`config.mk`:
```
export PLATFORM = sky130hd
export DESIGN_NAME = uart_bus_bridge_flat
export DESIGN_NICKNAME = d
export VERILOG_FILES = /design/src/rtl/uart_bus_bridge_if.sv /design/src/rtl/uart_bus_bridge.sv /design/src/flat_wrapper.sv
export SDC_FILE = /design/constraint.sdc
export NUM_CORES = 1
export LEC_CHECK = 0
export ABC_CLOCK_PERIOD_IN_PS = 2630
export BUFFER_PORTS_ARGS = -buffer_cell sky130_fd_sc_hd__buf_2
export CAP_MARGIN = 10
export CORE_ASPECT_RATIO = 0.6
export CORE_MARGIN = 5
export CORE_UTILIZATION = 35
export DETAILED_ROUTE_END_ITERATION = 10
export PLACE_DENSITY = 0.57
export SLEW_MARGIN = 15
export SYNTH_ARGS = -nofsm -noshare
export SYNTH_HDL_FRONTEND = slang
export SYNTH_SLANG_ARGS = --single-unit
```
`constraint.sdc`:
```
create_clock -name mclock -period 2.63 [get_ports mclock]
set_input_delay 0.1315 -clock mclock [delete_from_list [all_inputs] [get_ports mclock]]
set_output_delay 0.1315 -clock mclock [all_outputs]
set_load 0.05 [all_outputs]
```
`src/rtl/uart_bus_bridge_if.sv`:
```
// Bus-side signal bundle between the UART bridge (master) and the downstream
// dot-matrix register block (slave).
interface uart_bus_bridge_if;
   logic       CS;
   logic       Write;
   logic       Read;
   logic [7:0] Address;
   logic [7:0] Data_o;
   logic [3:0] STRB;
   logic       ack;

   modport master (
      output CS, Write, Read, Address, Data_o, STRB,
      input  ack
   );

   modport slave (
      input  CS, Write, Read, Address, Data_o, STRB,
      output ack
   );
endinterface

```
`src/rtl/uart_bus_bridge.sv`:
```
// UART-to-bus bridge: frames of A5 <addr> <data> become single-byte bus writes.
// Optional UBB_CHECKSUM_EN adds a trailing byte that must equal addr ^ data.
module uart_bus_bridge #(
   parameter int BAUD_DIV    = 434,
   parameter int ACK_TIMEOUT = 255
) (
   input  logic               mclock,
   input  logic               mreset,
   input  logic               uart_rx,
   uart_bus_bridge_if.master  bus,
   output logic               busy,
   output logic               err
);
   localparam int BW = $clog2(BAUD_DIV + 1);
   localparam int TW = $clog2(ACK_TIMEOUT + 1);
   localparam logic [BW-1:0] L_HALF_END = BW'(BAUD_DIV / 2 - 1);
   localparam logic [BW-1:0] L_BIT_END  = BW'(BAUD_DIV - 1);
   localparam logic [BW-1:0] L_BAUD_ONE = BW'(1);
   localparam logic [TW-1:0] L_TO_END   = TW'(ACK_TIMEOUT - 1);
   localparam logic [TW-1:0] L_TO_ONE   = TW'(1);

   typedef enum logic [1:0] {R_IDLE, R_START, R_DATA, R_STOP} rx_state_t;
`ifdef UBB_CHECKSUM_EN
   typedef enum logic [1:0] {P_SYNC, P_ADDR, P_DATA, P_CSUM} p_state_t;
`else
   typedef enum logic [1:0] {P_SYNC, P_ADDR, P_DATA} p_state_t;
`endif
   typedef enum logic [1:0] {B_IDLE, B_REQ, B_WAIT} b_state_t;

   logic            r_rx_meta, r_rx_sync, r_rx_prev;
   rx_state_t       r_rstate;
   logic [BW-1:0]   r_baud_cnt;
   logic [2:0]      r_bit_cnt;
   logic [7:0]      r_shift;
   logic            r_byte_valid, r_stop_err;
   p_state_t        r_pstate;
   logic [7:0]      r_addr_buf, r_data_buf;
   logic            r_frame_done, r_perr;
   b_state_t        r_bstate;
   logic [TW-1:0]   r_to_cnt;
   logic            r_cs, r_write, r_busy, r_err;
   logic [7:0]      r_addr, r_data;
   logic [3:0]      r_strb;
   logic [BW-1:0]   w_baud_inc;
   logic [TW-1:0]   w_to_inc;

   assign w_baud_inc = (r_baud_cnt == '1) ? r_baud_cnt : r_baud_cnt + L_BAUD_ONE;
   assign w_to_inc   = (r_to_cnt == '1)   ? r_to_cnt   : r_to_cnt + L_TO_ONE;

   assign bus.CS      = r_cs;
   assign bus.Write   = r_write;
   assign bus.Read    = 1'b0;
   assign bus.Address = r_addr;
   assign bus.Data_o  = r_data;
   assign bus.STRB    = r_strb;
   assign busy        = r_busy;
   assign err         = r_err;

   // Two-flop synchronizer plus a delayed copy for falling-edge detection
   always_ff @(posedge mclock or negedge mreset) begin
      if (!mreset) begin
         r_rx_meta <= 1'b1;
         r_rx_sync <= 1'b1;
         r_rx_prev <= 1'b1;
      end else begin
         r_rx_meta <= uart_rx;
         r_rx_sync <= r_rx_meta;
         r_rx_prev <= r_rx_sync;
      end
   end

   // UART receiver: start re-check at half a bit, then one sample per bit period
   always_ff @(posedge mclock or negedge mreset) begin
      if (!mreset) begin
         r_rstate     <= R_IDLE;
         r_baud_cnt   <= '0;
         r_bit_cnt    <= 3'd0;
         r_shift      <= 8'h00;
         r_byte_valid <= 1'b0;
         r_stop_err   <= 1'b0;
      end else begin
         r_byte_valid <= 1'b0;
         r_stop_err   <= 1'b0;
         case (r_rstate)
            R_IDLE: begin
               r_baud_cnt <= '0;
               r_bit_cnt  <= 3'd0;
               if (r_rx_prev && !r_rx_sync) r_rstate <= R_START;
            end
            R_START: begin
               if (r_baud_cnt == L_HALF_END) begin
                  r_baud_cnt <= '0;
                  r_rstate   <= r_rx_sync ? R_IDLE : R_DATA;
               end else begin
                  r_baud_cnt <= w_baud_inc;
               end
            end
            R_DATA: begin
               if (r_baud_cnt == L_BIT_END) begin
                  r_baud_cnt <= '0;
                  r_shift    <= {r_rx_sync, r_shift[7:1]};
                  if (r_bit_cnt == 3'd7) r_rstate  <= R_STOP;
                  else                   r_bit_cnt <= r_bit_cnt + 3'd1;
               end else begin
                  r_baud_cnt <= w_baud_inc;
               end
            end
            R_STOP: begin
               if (r_baud_cnt == L_BIT_END) begin
                  r_rstate <= R_IDLE;
                  if (r_rx_sync) r_byte_valid <= 1'b1;
                  else           r_stop_err   <= 1'b1;
               end else begin
                  r_baud_cnt <= w_baud_inc;
               end
            end
            default: r_rstate <= R_IDLE;
         endcase
      end
   end

   // Frame parser; a framing error resynchronises on the next A5
   always_ff @(posedge mclock or negedge mreset) begin
      if (!mreset) begin
         r_pstate     <= P_SYNC;
         r_addr_buf   <= 8'h00;
         r_data_buf   <= 8'h00;
         r_frame_done <= 1'b0;
         r_perr       <= 1'b0;
      end else begin
         r_frame_done <= 1'b0;
         r_perr       <= 1'b0;
         if (r_stop_err) begin
            r_perr   <= 1'b1;
            r_pstate <= P_SYNC;
         end else if (r_byte_valid) begin
            case (r_pstate)
               P_SYNC: if (r_shift == 8'hA5) r_pstate <= P_ADDR;
               P_ADDR: begin
                  r_addr_buf <= r_shift;
                  r_pstate   <= P_DATA;
               end
`ifdef UBB_CHECKSUM_EN
               P_DATA: begin
                  r_data_buf <= r_shift;
                  r_pstate   <= P_CSUM;
               end
               P_CSUM: begin
                  if (r_shift == (r_addr_buf ^ r_data_buf)) r_frame_done <= 1'b1;
                  else                                      r_perr       <= 1'b1;
                  r_pstate <= P_SYNC;
               end
`else
               P_DATA: begin
                  r_data_buf   <= r_shift;
                  r_frame_done <= 1'b1;
                  r_pstate     <= P_SYNC;
               end
`endif
               default: r_pstate <= P_SYNC;
            endcase
         end
      end
   end

   // Bus master: one write per frame, ended by ack or by the timeout
   always_ff @(posedge mclock or negedge mreset) begin
      if (!mreset) begin
         r_bstate <= B_IDLE;
         r_to_cnt <= '0;
         r_cs     <= 1'b0;
         r_write  <= 1'b0;
         r_addr   <= 8'h00;
         r_data   <= 8'h00;
         r_strb   <= 4'b0000;
         r_busy   <= 1'b0;
         r_err    <= 1'b0;
      end else begin
         r_err <= r_perr;
         case (r_bstate)
            B_IDLE: begin
               if (r_frame_done) begin
                  r_cs     <= 1'b1;
                  r_write  <= 1'b1;
                  r_strb   <= 4'b0001;
                  r_addr   <= r_addr_buf;
                  r_data   <= r_data_buf;
                  r_busy   <= 1'b1;
                  r_to_cnt <= '0;
                  r_bstate <= B_REQ;
               end
            end
            B_REQ, B_WAIT: begin
               // A frame arriving mid-transaction is dropped, never queued
               if (r_frame_done) r_err <= 1'b1;
               if (bus.ack || (r_to_cnt == L_TO_END)) begin
                  if (!bus.ack) r_err <= 1'b1;
                  r_cs     <= 1'b0;
                  r_write  <= 1'b0;
                  r_strb   <= 4'b0000;
                  r_addr   <= 8'h00;
                  r_data   <= 8'h00;
                  r_busy   <= 1'b0;
                  r_bstate <= B_IDLE;
               end else begin
                  r_to_cnt <= w_to_inc;
                  r_bstate <= B_WAIT;
               end
            end
            default: r_bstate <= B_IDLE;
         endcase
      end
   end
endmodule

```
`src/flat_wrapper.sv`:
```
// flat-port wrapper written by rule: the top's interface ports become plain ports
module uart_bus_bridge_flat 
#(
   parameter int BAUD_DIV    = 434,
   parameter int ACK_TIMEOUT = 255
)
  (mclock, mreset, uart_rx, busy, err, bus_CS, bus_Write, bus_Read, bus_Address, bus_Data_o, bus_STRB, bus_ack);
  uart_bus_bridge_if bus_i ();
  input  logic mclock;
  input  logic mreset;
  input  logic uart_rx;
  output logic busy;
  output logic err;
  output wire logic [$bits(bus_i.CS)-1:0] bus_CS;
  output wire logic [$bits(bus_i.Write)-1:0] bus_Write;
  output wire logic [$bits(bus_i.Read)-1:0] bus_Read;
  output wire logic [$bits(bus_i.Address)-1:0] bus_Address;
  output wire logic [$bits(bus_i.Data_o)-1:0] bus_Data_o;
  output wire logic [$bits(bus_i.STRB)-1:0] bus_STRB;
  input wire logic [$bits(bus_i.ack)-1:0] bus_ack;
  assign bus_CS = bus_i.CS;
  assign bus_Write = bus_i.Write;
  assign bus_Read = bus_i.Read;
  assign bus_Address = bus_i.Address;
  assign bus_Data_o = bus_i.Data_o;
  assign bus_STRB = bus_i.STRB;
  assign bus_i.ack = bus_ack;
  uart_bus_bridge #(.BAUD_DIV(BAUD_DIV), .ACK_TIMEOUT(ACK_TIMEOUT)) u_core (.mclock(mclock), .mreset(mreset), .uart_rx(uart_rx), .bus(bus_i), .busy(busy), .err(err));
endmodule
```
==> results.py <==
metrics = {
    "outcome": {
        "outcome": "finished, final reports clean",
    },
    "clocking": {
        "clk_path_buf_depth": 2,
        "cts_tree": "done",
        "cts.sinks": 75,
        "ctsHoldBuffers": 2,
        "clock-root-buffer": "clkbuf_16",
        "cts_setup_buffers": 0,
        "ctsHtreeMaxLevel": 3,
        "worst_skew_pair.late_latency_ns": 0.33,
        "path_clk_slew_ns": 0.06,
        "cts_buffers": 9,
        "cts-resized-gates": 0,
    },
    "routing": {
        "route.met3.wl_um": 420,
        "wl_per_cell_um": 15.57,
        "met1Wirelength_um": 3743,
        "postRouteAntennaNets": 0,
        "vias": 2371,
        "via_per_inst": 5.269,
        "drc": 0,
        "top_layer_used": "met4",
        "wl_met2_um": 2780,
        "wl_um": 7007,
        "drt-initial-drc-count": 195,
        "dr.pass1.iters": 4,
    },
    "floorplanning": {
        "die-area_sq_mm": 0.01180,
        "ioPinCount": 29,
        "core_area_sq_mm": 0.009290,
        "fp-row-count": 27,
        "fp.dieH_um": 86.17,
        "initial_utilization_pct": 36.43,
        "die_w_um": 137.0,
    },
    "global_route": {
        "grt_use_total_pct": 13.07,
        "grt_antenna_before_repair": 0,
        "grt_pass1_wl_um": 12050,
        "overflow": 0,
        "grt_max_degree": 76,
        "grt_pass1_vias": 2348,
    },
    "job": {
        "maxCapViolCount": 0,
    },
    "pwr": {
        "p_sw_w": 0.0008213,
        "max-vdd-ir-drop_v": 0.0003478,
        "switching_share_pct": 25.38,
        "power.density_mw_per_mm2": 805.5,
        "intPower_w": 0.002414,
        "p_comb_share_pct": 12.6,
        "clkPwrFrac_pct": 47.2,
        "seqPwrFrac_pct": 40.2,
        "leakagePower_nw": 1.863,
    },
    "sta": {
        "fin_crit_ns": 2.064,
        "finalHoldViolations": 0,
        "rsz0062_at_grt": "no",
        "finalSetupTns_ns": 0,
        "worstMarginPinSlew_ns": 0.9385,
        "slew-limit-headroom_pct": 37.44,
        "finalSetupViolations": 0,
        "period_share_pct": 78.49,
        "setup_ws_ns": 0.5658,
        "fmaxAchievable_mhz": 484.5,
        "report.final.slew_viol_count": 0,
        "fin_skew_ns": 0.004054,
    },
    "synthesis": {
        "synth-edff-count": 0,
        "yosys.area.top_type": "dfrtp_1",
        "synth-seq-cells": 75,
        "synthFlopType": "dfrtp_1",
        "syn_area_per_cell_sq_um": 11.83,
        "ys_seq_area_share_pct": 55.56,
        "synthTopCellsByCount": "72 x dfrtp_1, 24 x mux2_2, 18 x a22o_1",
        "synth_area_leaders": "dfrtp_1 53%, mux2_2 8.0%, a22o_1 4.7%",
        "ys_warn_count": 0,
        "netlist_area_sq_mm": 0.003384,
        "synth_most_common_cell": "dfrtp_1",
        "yosysTopAreaCellShare_pct": 53.23,
        "synthCells": 286,
        "ys_types": 52,
        "async_flop_share_pct": 100.0,
    },
    "placed_design": {
        "place_area_sq_mm": 0.003620,
        "dp_cells": 432,
        "io_buffers": 24,
        "gp_congestion": 0.8159,
        "pre_cts_slack_ns": 0.5908,
        "dp_hpwl_um": 4805,
    },
    "min_path": {
        "hp-class": "in2reg",
    },
    "worst_setup_path": {
        "rrSetupSlack_ns": 0.57,
        "r2r_end": "u_core.r_shift[7]",
        "cp-endpoint": "u_core.r_shift[7]",
        "cp-start-kind": "flop",
        "crit_type": "reg2reg",
        "crit_start": "u_core.r_baud_cnt[1]",
        "cp.required_ns": 2.84,
        "rr_worst_depth": 6,
        "crit_fanout": 8,
        "end_kind": "flop",
        "cp_data_arrival_time_ns": 2.27,
        "regToRegStartpoint": "u_core.r_baud_cnt[1]",
    },
    "cells_and_area": {
        "final_area_sq_mm": 0.004016,
        "n_fill_cell": 862,
        "syn2layout_area_growth_pct": 18.67,
        "drive_above_1_share_pct": 22.81,
        "nets": 328,
        "num_antenna_cells": 0,
        "instances_no_fill": 450,
    },
}
[how the worst min path moves through the flow]
stage	startpoint	endpoint	slack (ns)	depth (start not counted)
finish	bus_ack	u_core.r_to_cnt[4]	0.18	4
global route	bus_ack	u_core.r_to_cnt[4]	0.20	4
CTS	bus_ack	u_core.r_to_cnt[4]	0.16	4
detailed placement	uart_rx	u_core.r_rx_meta	0.24	1
global placement	uart_rx	u_core.r_rx_meta	0.24	1
floorplan	mreset	asynchronous set/reset pin	-0.16	0
[logic make-up (layout without fill, tap and decap cells)]
| logic type | count (synthesis) | count (layout) | synth area share (%) |
|---|---|---|---|
| simple gates | 80 | 80 | 14.01 |
| flops | 75 | 75 | 55.56 |
| compound gates | 65 | 65 | 13.94 |
| buf+inv | 29 | 60 | 4.251 |
| mux | 25 | 25 | 8.281 |
| fa+ha+maj | 9 | 9 | 3.327 |
| xor+xnor | 2 | 2 | 0.5177 |
| other cells | 1 | 4 | 0.1108 |
[sequential cells by signal (all words and copies together), names as in the netlist, named ones only]
| register | flops |
|---|---|
| u_core.r_baud_cnt | 9 |
| u_core.bus.Address | 8 |
| u_core.bus.Data_o | 8 |
| u_core.r_addr_buf | 8 |
| u_core.r_data_buf | 8 |
| u_core.r_shift | 8 |
| u_core.r_to_cnt | 8 |
| u_core.r_bit_cnt | 3 |
| u_core.r_bstate | 2 |
| u_core.r_pstate | 2 |
| u_core.bus.STRB | 1 |
| u_core.err | 1 |
| u_core.r_byte_valid | 1 |
| u_core.r_frame_done | 1 |
| u_core.r_perr | 1 |
| u_core.r_rstate | 1 |
| u_core.r_rx_meta | 1 |
| u_core.r_rx_prev | 1 |
| u_core.r_rx_sync | 1 |
| u_core.r_stop_err | 1 |
[metal layers]
metal	vias to the layer above	track usage [%]
met4	0	3.080
met5	-	0
met2	65	17.21
li1	1116	-
met3	7	4.930
met1	1183	20.02
[worst max-delay path, cell delays in order, from the launching register on]
cell and delay, ns:
dfrtp_1 0.41, inv_1 0.10, ha_1 0.17, nand4b_1 0.12, or2_1 0.33, nor3b_4 0.42, mux2_2 0.39
[power groups by stage]
stage                     clock, W  sequential, W  combinational (W)
after floorplan                  0        0.00132           0.000320
after global placement           0        0.00131           0.000400
after detailed placement         0        0.00132           0.000408
after CTS                  0.00155        0.00130           0.000411
after global routing       0.00161        0.00131           0.000451
final                      0.00153        0.00130           0.000407
[cell type report]
cell class	count	area, sq um	area share (%)
tap	130	162.7	4.050
timing repair buffer	30	172.7	4.299
inverter	14	52.55	1.308
sequential	75	1881	46.82
multi-input combinational	185	1371	34.14
clock inverter	4	120.1	2.991
clock buffer	12	256.5	6.386
[through the flow]
step                utilization (%)  total power, W  hold WS [ns]
global placement              38.96        0.001709        0.2390
CTS                           43.23        0.003262        0.1634
detailed placement            38.96        0.001725        0.2391
floorplan                         -        0.001638       -0.1641
global route                  43.23        0.003375        0.2047
finish                        43.23        0.003235        0.1831
[layout by cell type, fill, tap and decap left out, types with 2 or more instances in the layout]
master	instances
inv_1	14
nor4_1	6
or4_1	2
nand4bb_1	3
ha_1	9
a21oi_1	14
buf_2	23
buf_4	5
bufinv_16	4
nand3_1	11
nand4b_1	4
mux2_2	24
o22a_1	2
nor3_1	4
clkbuf_16	9
a31oi_1	3
dlygate4sd3_1	2
a22o_1	18
nand4_1	2
nand2b_1	5
dfstp_2	3
or3_1	3
and3_1	3
nor2_1	12
nand2_1	14
nor4bb_1	3
nand3b_1	2
o31ai_1	3
clkbuf_8	2
a211oi_1	4
conb_1	4
o211ai_1	3
dfrtp_1	72
o21ai_0	7
Power figures use the tool's default switching activity.
